$ cat config.mk
export PLATFORM = sky130hd
export DESIGN_NAME = ir_obstacle_nav
export DESIGN_NICKNAME = d
export VERILOG_FILES = /design/src/rtl/ir_nav_pkg.sv /design/src/rtl/debounce_vec.sv /design/src/rtl/ir_obstacle_nav.sv
export SDC_FILE = /design/constraint.sdc
export NUM_CORES = 1
export LEC_CHECK = 0
export BUFFER_PORTS_ARGS = -buffer_cell sky130_fd_sc_hd__buf_2
export CAP_MARGIN = 20
export CORE_ASPECT_RATIO = 0.8
export CORE_MARGIN = 10
export CORE_UTILIZATION = 55
export CTS_BUF_LIST = sky130_fd_sc_hd__clkbuf_16
export DETAILED_ROUTE_END_ITERATION = 8
export GPL_TIMING_DRIVEN = 0
export PLACE_DENSITY = 0.71
export REMOVE_ABC_BUFFERS = 1
export SLEW_MARGIN = 20
export SYNTH_ARGS = -nofsm -noshare
export SYNTH_HDL_FRONTEND = slang
export SYNTH_SLANG_ARGS = --single-unit
$ cat constraint.sdc
create_clock -name clock -period 3.1 [get_ports clock]
set_clock_uncertainty 0.15 [all_clocks]
set_input_delay 0.31 -clock clock [delete_from_list [all_inputs] [get_ports clock]]
set_output_delay 0.31 -clock clock [all_outputs]
set_load 0.005 [all_outputs]
$ cat src/rtl/ir_nav_pkg.sv
// Shared definitions for the IR obstacle-avoidance navigator.
// Holds the state encoding, the motor command bit layout and the default
// cycle constants used by the top level and its testbench.
package ir_nav_pkg;

  localparam int unsigned NAV_STATE_W = 3;
  localparam int unsigned IR_W        = 4;

  typedef enum logic [NAV_STATE_W-1:0] {
    ST_IDLE    = 3'd0,
    ST_FWD     = 3'd1,
    ST_BRAKE   = 3'd2,
    ST_REVERSE = 3'd3,
    ST_TURN    = 3'd4,
    ST_BLOCKED = 3'd5
  } nav_state_t;

  // Motor command vector: {en_l, en_r, dir_l, dir_r}
  localparam int unsigned MOTOR_W     = 4;
  localparam int unsigned MOTOR_EN_L  = 3;
  localparam int unsigned MOTOR_EN_R  = 2;
  localparam int unsigned MOTOR_DIR_L = 1;
  localparam int unsigned MOTOR_DIR_R = 0;

  // Defaults for a 100 MHz clock
  localparam int unsigned DEF_DEBOUNCE_CYCLES = 100000;
  localparam int unsigned DEF_BRAKE_CYCLES    = 10000000;
  localparam int unsigned DEF_REVERSE_CYCLES  = 50000000;
  localparam int unsigned DEF_TURN_CYCLES     = 30000000;
  localparam int unsigned DEF_TIMER_W         = 32;

  // Motor command for a given state; turn_right selects pivot direction.
  function automatic logic [MOTOR_W-1:0] motor_cmd(input nav_state_t st,
                                                   input logic       turn_right);
    logic [MOTOR_W-1:0] cmd;
    cmd = '0;
    case (st)
      ST_FWD: begin
        cmd[MOTOR_EN_L]  = 1'b1;
        cmd[MOTOR_EN_R]  = 1'b1;
        cmd[MOTOR_DIR_L] = 1'b1;
        cmd[MOTOR_DIR_R] = 1'b1;
      end
      ST_REVERSE: begin
        cmd[MOTOR_EN_L]  = 1'b1;
        cmd[MOTOR_EN_R]  = 1'b1;
      end
      ST_TURN: begin
        cmd[MOTOR_EN_L]  = 1'b1;
        cmd[MOTOR_EN_R]  = 1'b1;
        cmd[MOTOR_DIR_L] = turn_right;
        cmd[MOTOR_DIR_R] = ~turn_right;
      end
      default: cmd = '0;
    endcase
    return cmd;
  endfunction

endpackage

$ cat src/rtl/debounce_vec.sv
// Per-bit debouncer for a vector of synchronised sensor inputs.
// A bit's debounced value follows raw only after raw has differed from it
// for CYCLES consecutive clocks.
// Ports: clock, reset_n (sync, active-low), raw[WIDTH], db[WIDTH] (registered).
module debounce_vec #(
  parameter int unsigned WIDTH  = 4,
  parameter int unsigned CYCLES = 4
) (
  input  logic             clock,
  input  logic             reset_n,
  input  logic [WIDTH-1:0] raw,
  output logic [WIDTH-1:0] db
);

  localparam int unsigned      CNT_W    = (CYCLES > 1) ? $clog2(CYCLES) : 1;
  localparam logic [CNT_W-1:0] CNT_LAST = CNT_W'(CYCLES - 1);

  logic [WIDTH-1:0][CNT_W-1:0] cnt_q, cnt_d;
  logic [WIDTH-1:0]            db_q,  db_d;

  // Count while differing; commit raw and clear on the last count
  always_comb begin
    db_d  = db_q;
    cnt_d = '0;
    for (int i = 0; i < int'(WIDTH); i++) begin
      if (raw[i] != db_q[i]) begin
        if (cnt_q[i] == CNT_LAST) begin
          db_d[i] = raw[i];
        end else begin
          cnt_d[i] = cnt_q[i] + CNT_W'(1);
        end
      end
    end
  end

  always_ff @(posedge clock) begin
    if (!reset_n) begin
      db_q  <= '0;
      cnt_q <= '0;
    end else begin
      db_q  <= db_d;
      cnt_q <= cnt_d;
    end
  end

  assign db = db_q;

endmodule

$ cat src/rtl/ir_obstacle_nav.sv
// Reflexive obstacle-avoidance controller for the rover.
// Debounces front/back IR proximity vectors and sequences
// FWD -> BRAKE -> REVERSE -> TURN -> FWD, falling into BLOCKED when boxed in.
// Ports:
//   clock, reset_n (sync, active-low), enable (run permission)
//   ir_front[3:0] (bit3..2 left, bit1..0 right), ir_back[3:0], 1 = obstacle
//   motor_en_l/r, motor_dir_l/r (1 = forward) to the H-bridge stage
//   obstacle_front/back (OR of debounced bits), nav_state (state code)
module ir_obstacle_nav
  import ir_nav_pkg::*;
#(
  parameter int unsigned DEBOUNCE_CYCLES = DEF_DEBOUNCE_CYCLES,
  parameter int unsigned BRAKE_CYCLES    = DEF_BRAKE_CYCLES,
  parameter int unsigned REVERSE_CYCLES  = DEF_REVERSE_CYCLES,
  parameter int unsigned TURN_CYCLES     = DEF_TURN_CYCLES,
  parameter int unsigned TIMER_W         = DEF_TIMER_W
) (
  input  logic                   clock,
  input  logic                   reset_n,
  input  logic                   enable,
  input  logic [IR_W-1:0]        ir_front,
  input  logic [IR_W-1:0]        ir_back,
  output logic                   motor_en_l,
  output logic                   motor_en_r,
  output logic                   motor_dir_l,
  output logic                   motor_dir_r,
  output logic                   obstacle_front,
  output logic                   obstacle_back,
  output logic [NAV_STATE_W-1:0] nav_state
);

  localparam logic [TIMER_W-1:0] BRAKE_LAST   = TIMER_W'(BRAKE_CYCLES - 1);
  localparam logic [TIMER_W-1:0] REVERSE_LAST = TIMER_W'(REVERSE_CYCLES - 1);
  localparam logic [TIMER_W-1:0] TURN_LAST    = TIMER_W'(TURN_CYCLES - 1);

  logic [IR_W-1:0]    front_db, back_db;
  logic               front_hit, back_hit;

  nav_state_t         state_q, state_d;
  logic [TIMER_W-1:0] timer_q, timer_d;
  logic               turn_right_q, turn_right_d;
  logic [MOTOR_W-1:0] motor_q, motor_d;
  logic               obst_front_q, obst_front_d;
  logic               obst_back_q, obst_back_d;

  debounce_vec #(.WIDTH(IR_W), .CYCLES(DEBOUNCE_CYCLES)) u_db_front (
    .clock   (clock),
    .reset_n (reset_n),
    .raw     (ir_front),
    .db      (front_db)
  );

  debounce_vec #(.WIDTH(IR_W), .CYCLES(DEBOUNCE_CYCLES)) u_db_back (
    .clock   (clock),
    .reset_n (reset_n),
    .raw     (ir_back),
    .db      (back_db)
  );

  assign front_hit = |front_db;
  assign back_hit  = |back_db;

  // Next-state, timer and output decode
  always_comb begin
    state_d      = state_q;
    turn_right_d = turn_right_q;
    obst_front_d = front_hit;
    obst_back_d  = back_hit;

    if (!enable) begin
      state_d = ST_IDLE;
    end else begin
      case (state_q)
        ST_IDLE: state_d = ST_FWD;
        ST_FWD: begin
          if (front_hit) begin
            state_d      = ST_BRAKE;
            // Obstacle on the left side means pivot right
            turn_right_d = |front_db[IR_W-1:IR_W/2];
          end
        end
        ST_BRAKE: begin
          if (timer_q == BRAKE_LAST) begin
            state_d = back_hit ? ST_BLOCKED : ST_REVERSE;
          end
        end
        ST_REVERSE: begin
          if (back_hit) begin
            state_d = ST_BLOCKED;
          end else if (timer_q == REVERSE_LAST) begin
            state_d = ST_TURN;
          end
        end
        ST_TURN: begin
          if (timer_q == TURN_LAST) begin
            state_d = ST_FWD;
          end
        end
        ST_BLOCKED: begin
          if (!front_hit) begin
            state_d = ST_FWD;
          end else if (!back_hit) begin
            state_d = ST_REVERSE;
          end
        end
        default: state_d = ST_IDLE;
      endcase
    end

    // Restart on every state change; saturate rather than wrap
    if (state_d != state_q) begin
      timer_d = '0;
    end else if (timer_q != '1) begin
      timer_d = timer_q + TIMER_W'(1);
    end else begin
      timer_d = timer_q;
    end

    motor_d = motor_cmd(state_d, turn_right_d);
  end

  always_ff @(posedge clock) begin
    if (!reset_n) begin
      state_q      <= ST_IDLE;
      timer_q      <= '0;
      turn_right_q <= 1'b0;
      motor_q      <= '0;
      obst_front_q <= 1'b0;
      obst_back_q  <= 1'b0;
    end else begin
      state_q      <= state_d;
      timer_q      <= timer_d;
      turn_right_q <= turn_right_d;
      motor_q      <= motor_d;
      obst_front_q <= obst_front_d;
      obst_back_q  <= obst_back_d;
    end
  end

  assign motor_en_l     = motor_q[MOTOR_EN_L];
  assign motor_en_r     = motor_q[MOTOR_EN_R];
  assign motor_dir_l    = motor_q[MOTOR_DIR_L];
  assign motor_dir_r    = motor_q[MOTOR_DIR_R];
  assign obstacle_front = obst_front_q;
  assign obstacle_back  = obst_back_q;
  assign nav_state      = state_q;

endmodule

== Word-level counts from Yosys, hierarchy flattened ==
Cells that the tools add are included.

* Register bits after elaboration: 186
* Logic and storage cells: 107
* Output and inout port bits: 9
* Bits of input ports: 11

* Add/sub/neg operators: 9
* Equal/unequal tests: 29
* Reductions and logical operators: 22
* Muxes and demuxes: 15
* Bitwise operators: 10

{| class="wikitable"
|+ Operators with widths
! operator !! number
|-
| 17-bit by 1-bit adder with 17-bit output, second input constant || 8
|-
| 17-bit == test, second input constant || 8
|-
| 32-bit by 1-bit adder with 32-bit output, second input constant || 1
|-
| 32-bit by 24-bit == test with 1-bit output, second input constant || 1
|-
| 32-bit by 25-bit == test with 1-bit output, second input constant || 1
|-
| 32-bit by 26-bit == test with 1-bit output, second input constant || 1
|-
| 32-bit != test, second input constant || 1
|-
| 3-bit two-way mux || 9
|-
| 3-bit OR reduction || 9
|-
| 3-bit case mux with 6 select lines || 1
|-
| 2-bit AND reduction || 8
|-
| 1-bit inverter || 10
|-
| 3-bit by 2-bit == test with 1-bit output, second input constant || 3
|-
| 3-bit == test, second input constant || 3
|-
| 1-bit != test || 8
|-
| 4-bit OR reduction || 2
|-
| 3-bit by 1-bit == test with 1-bit output, second input constant || 2
|-
| 2-bit case mux with 2 select lines || 1
|-
| 2-bit OR reduction || 2
|-
| 3-bit zero test || 1
|-
| 1-bit two-way mux || 3
|-
| 3-bit != test || 1
|-
| 2-bit two-way mux || 1
|}

== Logic depth before layout (Yosys ltp) ==
Gate-level depths: netlist of run 1.

* Word-level depth: 8
* Mapped depth: 11

== By module ==
Synthesis of run 1 repeated with hierarchy kept, for this count alone.

* Cells, all modules: 1,029
* Area, all modules: 8,798.4 µm²

{| class="wikitable"
|+ By module, submodules not included
! module !! area each (µm²) !! seq. area each (µm²) !! cells an instance !! times used
|-
| debounce_vec || 3,278.1 || 1,441.4 || 377 || 2
|-
| ir_obstacle_nav || 2,242.2 || 820.8 || 275 || 1
|}

== Worst setup path after synthesis of run 1 ==
No wires, ideal clock.

* Path kind: register -> register
* Start point: register timer_q[13]
* End point: register timer_q[1]
* Stages on the path, launching flop included: 9
* Buffers on the path: 1
* Library setup time: 0.063 ns
* Period minus slack after synthesis: 2.647 ns
* Arrival: 2.434 ns
* Path slack: 0.453 ns
* Cell sequence: dfxtp_1 > or4_1 > or3_4 > o31a_1 > o31ai_4 > xor2_2 > o2111ai_4 > buf_6 > nor2_2

* Word-level cells in the longest chain between the ends: 7
* Elaborated cells between the ends (all ways): 12
* Classes of those cells: eq/ne: 5; mux: 6; reduce/logical: 1

{| class="wikitable"
|+ RTL lines
! element !! line !! source
|-
| start: declaration || ir_obstacle_nav.sv:40 || <nowiki>logic [TIMER_W-1:0] timer_q, timer_d;</nowiki>
|-
| start signal: assignment || ir_obstacle_nav.sv:132 || <nowiki>timer_q <= timer_d;</nowiki>
|-
| 32-bit by 26-bit == test with 1-bit output || ir_obstacle_nav.sv:90 || <nowiki>end else if (timer_q == REVERSE_LAST) begin</nowiki>
|-
| 3-bit two-way mux || ir_obstacle_nav.sv:90 ||
|-
| 3-bit two-way mux || ir_obstacle_nav.sv:88 || <nowiki>if (back_hit) begin</nowiki>
|-
| 3-bit case mux with 6 select lines || ir_obstacle_nav.sv:73 || <nowiki>case (state_q)</nowiki>
|-
| 3-bit two-way mux || ir_obstacle_nav.sv:70 || <nowiki>if (!enable) begin</nowiki>
|-
| 3-bit != test || ir_obstacle_nav.sv:111 || <nowiki>if (state_d != state_q) begin</nowiki>
|-
| 2-bit OR reduction (no line) || n/a ||
|}

Several ways; a longest one is shown, not always the timed one.
A chain may end at the register's enable or synchronous reset.

== Final worst setup path of run 1 ==
* Start point: register timer_q[13]
* End point: register timer_q[8]

The elaborated chain is that of the path after synthesis.

==> metrics.txt, run 1 <==
commonest non-fill, non-tap cells in the layout nor2_1, dfxtp_1, xor2_1; total negative slack 0 ns; max_cap viols 0; post-route total power 0.00511 W; largest net degree at the start of global routing 19; Pre-Repair DR Iteration Count 7; Critical Path Max Stage Delay 0.57 ns; starting density of the core 56.0%; Leakage Power 3.23 nW; Post-synth EDFFs 0; Chip Height 131 um; gr usage total 16.3%; Fmax 339 MHz; die span in x 158 um; wirelength, routed 15800 um; Setup Slack @ Placement -0.216 ns; Final ANT Viol Nets 0; Yosys top cell area share 44.1%; post-synth top area cell dfxtp_1; RSZ-0062 raised after global routing false; asr flop ratio synth 0%; CTS root buf clkbuf_16; min cycle time layout 2.95 ns; Seq/Total Area, Yosys 44.1%; drt initial violations 388; final period utilization 95.1%; Final Slew Violations 0; final instance area 9410 sq um; initial antenna violation count 0; FF-to-FF End timer_q[8]; hold depth 3; Hold Crit Class input pin to flip-flop; Worst R2R Setup Slack 0.15 ns; WL/cell 13.3 um; CP max stage cell or4_1; Netlist cell types 53; Hold Vio Cnt, Final 0; Power Density 544 nW/um^2; hold path startpoint ir_back[3]; Post-Syn Area 8400 sq um; Critical R2R Launch timer_q[13]; hold endpoint u_db_back.db[3]; area delta synth->final 12.0%; ant diodes 0; Placer Congestion 0.848; Slew HR 40.5%; TritonCTS Buffers 17; port bufs 19; H-Tree Level Count 4; share of cells above drive strength 1 9.88%; Mapped Avg Cell Area 8.60 sq um; #FFs+latches synth 185; critical path cell sequence or4_1, or3_4, o31a_1, o31ai_4, xor2_2, o2111ai_4, buf_12, nor3_1; critical setup path kind flip-flop to flip-flop; crit path max fanout 16; Sinks on Clock Net 185; hpwl dp 10900 um; vias per std cell 5.39; vias in the first global route 5920; Overflow after GRT 0; synthesized instance count 977; Synth Warn # 0; routed vias 6415; CP Launch Type flip-flop; CP arrival 3.15 ns; Cell Area, Placed 8620 sq um; # nets final 1009; status complete, no violations; FP Rows 40; CTS tree built; R2R cell count 8; IO Pins 20; clock-pin slew on the worst setup and hold paths 0.07 ns; Die ar. 20600 sq um; Max clock buf depth 2; clk_lat worst skew 0.43 ns; DRC Markers 0; Area contributors post-synth dfxtp_1, xor2_1, nor2_1; Final Core Density 62.6%; Slew @ Worst Pin 0.884 ns; CORE AREA 15000 sq um; first-pass GRT wire length 27800 um; Worst Setup End Kind flip-flop; CP required 3.31 ns; Setup violations, final 0; min setup slack post-route 0.153 ns; Main synth FF type dfxtp_1; worst vdd ir 0.362 mV
## logic make-up (layout without fill, tap and decap cells)
| logic type | Yosys count | after routing | share of synthesized area [%] |
|---|---|---|---|
| simple gates | 529 | 529 | 31.3 |
| mux | 9 | 9 | 1.07 |
| xor+xnor | 149 | 149 | 15.6 |
| buf+inv | 52 | 77 | 2.65 |
| compound gates | 44 | 44 | 3.96 |
| flops | 185 | 185 | 44.1 |
| fa+ha+maj | 9 | 9 | 1.34 |
## how the worst max path moves through the flow
stage | to | start | slack [ns] | cells after the start
2_1_floorplan | timer_q[8] | timer_q[13] | 0.03 | 7
3_3_place_gp | timer_q[8] | timer_q[13] | -0.36 | 7
3_5_place_dp | timer_q[24] | nav_state[1] | -0.22 | 8
4_1_cts | timer_q[8] | timer_q[13] | 0.12 | 8
5_1_grt | timer_q[8] | timer_q[13] | 0.03 | 8
6_report | timer_q[8] | timer_q[13] | 0.15 | 8
## registers in the layout, summed over array words and instances (netlist names)
| name | cells |
|---|---|
| obstacle_back | 1 |
| u_db_front.db | 4 |
| obstacle_front | 1 |
| timer_q | 32 |
| motor_q | 3 |
| u_db_back.cnt_q | 68 |
| nav_state | 3 |
| turn_right_q | 1 |
| u_db_back.db | 4 |
| u_db_front.cnt_q | 68 |
## report_power, final
part	switching, W	internal [W]
logic	0.0000714	0.0000373
registers	0.0000145	0.00239
clock network	0.000921	0.00168
## critical path: cells and delay by family (launching register included)
kind,cells,cell delay [ns]
AO/OA/AOI/OAI,3,0.83
buffers and inverters,1,0.21
AND/OR/NAND/NOR,3,1.12
flip-flops,1,0.36
XOR/XNOR,1,0.20
## layout make-up
| class | instances | area, sq um |
|---|---|---|
| clock buffers | 17 | 425 |
| flip-flops and latches | 185 | 3700 |
| clock inverters | 15 | 292 |
| multi-input cells | 740 | 4510 |
| repair buffers | 22 | 153 |
| well taps | 189 | 236 |
| inverters | 23 | 86.3 |
| fillers | 1299 | 5610 |
## cell usage after synthesis, types with 2 or more instances
master and n:
a21oi_1 10, a31oi_1 3, a32oi_1 2, and2_1 9
and3_1 27, and3b_1 2, and4_1 11, buf_6 3
clkbuf_1 24, dfxtp_1 185, ha_1 9, inv_1 23
mux2i_1 9, nand2_1 66, nand2b_1 2, nand3_1 74
nand3b_1 2, nand4_1 39, nor2_1 185, nor2_2 30
nor3_1 28, nor3b_1 3, nor4_1 10, nor4b_1 4
o2111a_1 2, o21ai_0 11, o41ai_1 3, or2_2 5
or3_1 20, or4_1 7, xnor2_1 56, xor2_1 92
## stage by stage
step | instances | hold slack (ns)
after global routing | 1191 | 0.0171
final | 1191 | 0.0123
after global placement | 1156 | 0.280
after floorplan | 948 | 0.268
after CTS | 1191 | 0.000192
after detailed placement | 1157 | 0.287
## repair_timing
action	4_1_cts	5_1_grt
pin swaps	1	0
resized for setup	1	5
hold buffers	1	0
buffers inserted	1	0
setup endpoints to repair	17	9
endpoints found under the hold margin	1	0
## metal layers
metal,track usage [%],wire length [um]
met5,0,0
met4,4.95,164
met3,4.18,425
met2,25.0,7080
met1,22.1,8160
Power figures use the tool's default switching activity.
==> inputs of run 2 (changes only) <==
- CORE_UTILIZATION: 55 -> 62
- PLACE_DENSITY: 0.71 -> 0.79
==> run 2 against run 1 <==
  * Non-clock buffer count up 1
  * Register-to-register slack better by 0.03 ns
  * Design area down 1.4%
  * Power down 8.1%
  * Sequential cell count unchanged
  * Worst hold slack better by 0.0068 ns
==> metrics.txt, run 2 (synthesized netlist as in run 1, its figures left out) <==
area delta synth->final 10.4%; Sw Share 21.3%; dpl cells 1143; smallest hold slack 0.0191 ns; Pre-Repair DR Iteration Count 5; initial antenna violation count 0; Final Slew Violations 0; worst vdd ir 0.417 mV; combinational power share 2.4%; delay-heaviest family, CP simple AND/OR/NAND/NOR gates; Chip Height 124 um; vias per std cell 5.51; CP Launch Type flip-flop; Fmax 343 MHz; Pint 0.00370 W; Crit. Startpoint timer_q[13]; Max clock buf depth 2; final instance area 9270 sq um; CTS root buf clkbuf_16; Power Density 507 nW/um^2; Slew HR 47.8%; CTS tree built; critical path depth 8; Final ANT Viol Nets 0; CP arrival 3.12 ns; fill count 1081; Hold Crit Class input pin to flip-flop; status complete, no violations; starting density of the core 64.3%; FF-to-FF End timer_q[8]; die span in x 150 um; min cycle time layout 2.92 ns; Die ar. 18600 sq um; WL/cell 13.7 um; Multi-input gate area 4500 sq um; Worst Setup End Kind flip-flop; H-Tree Level Count 4; Critical R2R Launch timer_q[13]; gr usage total 18.0%; routed vias 6480; final cell count without fillers 1177; Reg power frac 51.2%; Sinks on Clock Net 185; total negative slack 0 ns; DRC Markers 0; post-route total power 0.00470 W; clk_lat worst skew 0.43 ns; wirelength, routed 16100 um; CP required 3.31 ns; critical path cell sequence or4_1, or3_4, o31a_1, o31ai_4, xor2_2, o2111ai_4, buf_12, nor3_1; Overflow after GRT 0; vias in the first global route 6045; Worst R2R Setup Slack 0.18 ns; max_cap viols 0; hpwl dp 10900 um; clock power share 46.4%; CP max stage cell or4_1; share of cells above drive strength 1 9.58%; R2R cell count 8; ant diodes 0; Placer Congestion 0.853; TritonCTS Buffers 17; Setup violations, final 0; commonest non-fill, non-tap cells in the layout nor2_1, dfxtp_1, xor2_1; drt initial violations 374; Regs by FF count u_db_back.cnt_q x68, u_db_front.cnt_q x68, timer_q x32; # nets final 1010; Leakage Power 3.17 nW; Slew @ Worst Pin 0.776 ns; sw power 0.00100 W; IO Pins 20; Cell Area, Placed 8610 sq um; FP Rows 37; first-pass GRT wire length 27800 um; critical setup path kind flip-flop to flip-flop; port bufs 19; final period utilization 94.1%; largest net degree at the start of global routing 19; crit path max fanout 14; register area 3700 sq um; clock-pin slew on the worst setup and hold paths 0.07 ns; CORE AREA 13100 sq um; Worst Path Buf+Inv 1; Hold Vio Cnt, Final 0; CP endpoint timer_q[8]; Critical Path Max Stage Delay 0.57 ns
[run 2: cell count changes in the layout (fill, tap and decap cells not counted)]
cell	before	now
clkinv_2	1	0
clkinv_1	1	2
nor4b_1	3	4
nor4b_2	1	0
o41ai_1	3	2
dlygate4sd3_1	1	2
clkinvlp_4	1	4
nor4bb_1	0	1
o41ai_2	0	1
nor4bb_2	1	0
bufinv_16	8	3
clkinv_4	1	2
[run 2: per-stage QoR]
step | worst slack, ns | utilization [%]
after floorplan | 0.0264 | -
after global placement | -0.396 | 65.7
after detailed placement | -0.117 | 65.9
after CTS | 0.132 | 70.8
after global routing | -0.00854 | 71.0
final | 0.181 | 71.0
[run 2: what timing repair did]
action                                 4_1_cts  5_1_grt
buffers inserted                             1        0
pin swaps                                    1        1
hold buffers                                 2        0
endpoints found under the hold margin        2        0
setup endpoints to repair                   18       21
resized for setup                            0        5
[run 2: final cells by class]
cell class / count / share of cell area, %
multi-input combinational: 740 / 48.6
sequential: 185 / 39.9
clock buffer: 17 / 4.59
tap: 175 / 2.36
clock inverter: 14 / 1.85
timing repair buffer: 23 / 1.75
inverter: 23 / 0.931
[run 2: worst min-delay path by stage]
stage / start / endpoint / cells past startpoint
after floorplan: u_db_front.cnt_q[0] / u_db_front.cnt_q[0] / 1
after global placement: u_db_back.cnt_q[17] / u_db_back.cnt_q[17] / 1
after detailed placement: u_db_back.cnt_q[17] / u_db_back.cnt_q[17] / 1
after CTS: ir_back[3] / u_db_back.db[3] / 3
after global routing: ir_back[3] / u_db_back.db[3] / 3
final: ir_back[3] / u_db_back.db[3] / 3
[run 2: power by group through the flow]
stage,clock network [W],registers [W],logic [W]
2_1_floorplan,0,0.00246,0.0000642
3_3_place_gp,0,0.00246,0.0000974
3_5_place_dp,0,0.00246,0.000105
4_1_cts,0.00222,0.00240,0.000113
5_1_grt,0.00233,0.00241,0.000125
6_report,0.00218,0.00241,0.000111
[run 2: worst reg2reg max path, stage by stage, from the launching register on]
cell	delay [ns]
dfxtp_1	0.36
or4_1	0.57
or3_4	0.37
o31a_1	0.33
o31ai_4	0.28
xor2_2	0.21
o2111ai_4	0.20
buf_12	0.21
nor3_1	0.17
[run 2: layer usage]
layer / track usage [%] / share of wire (%)
met1: 23.7 / 50
met2: 28.5 / 46
met3: 4.89 / 3.2
met4: 5.45 / 0.96
met5: 0 / 0
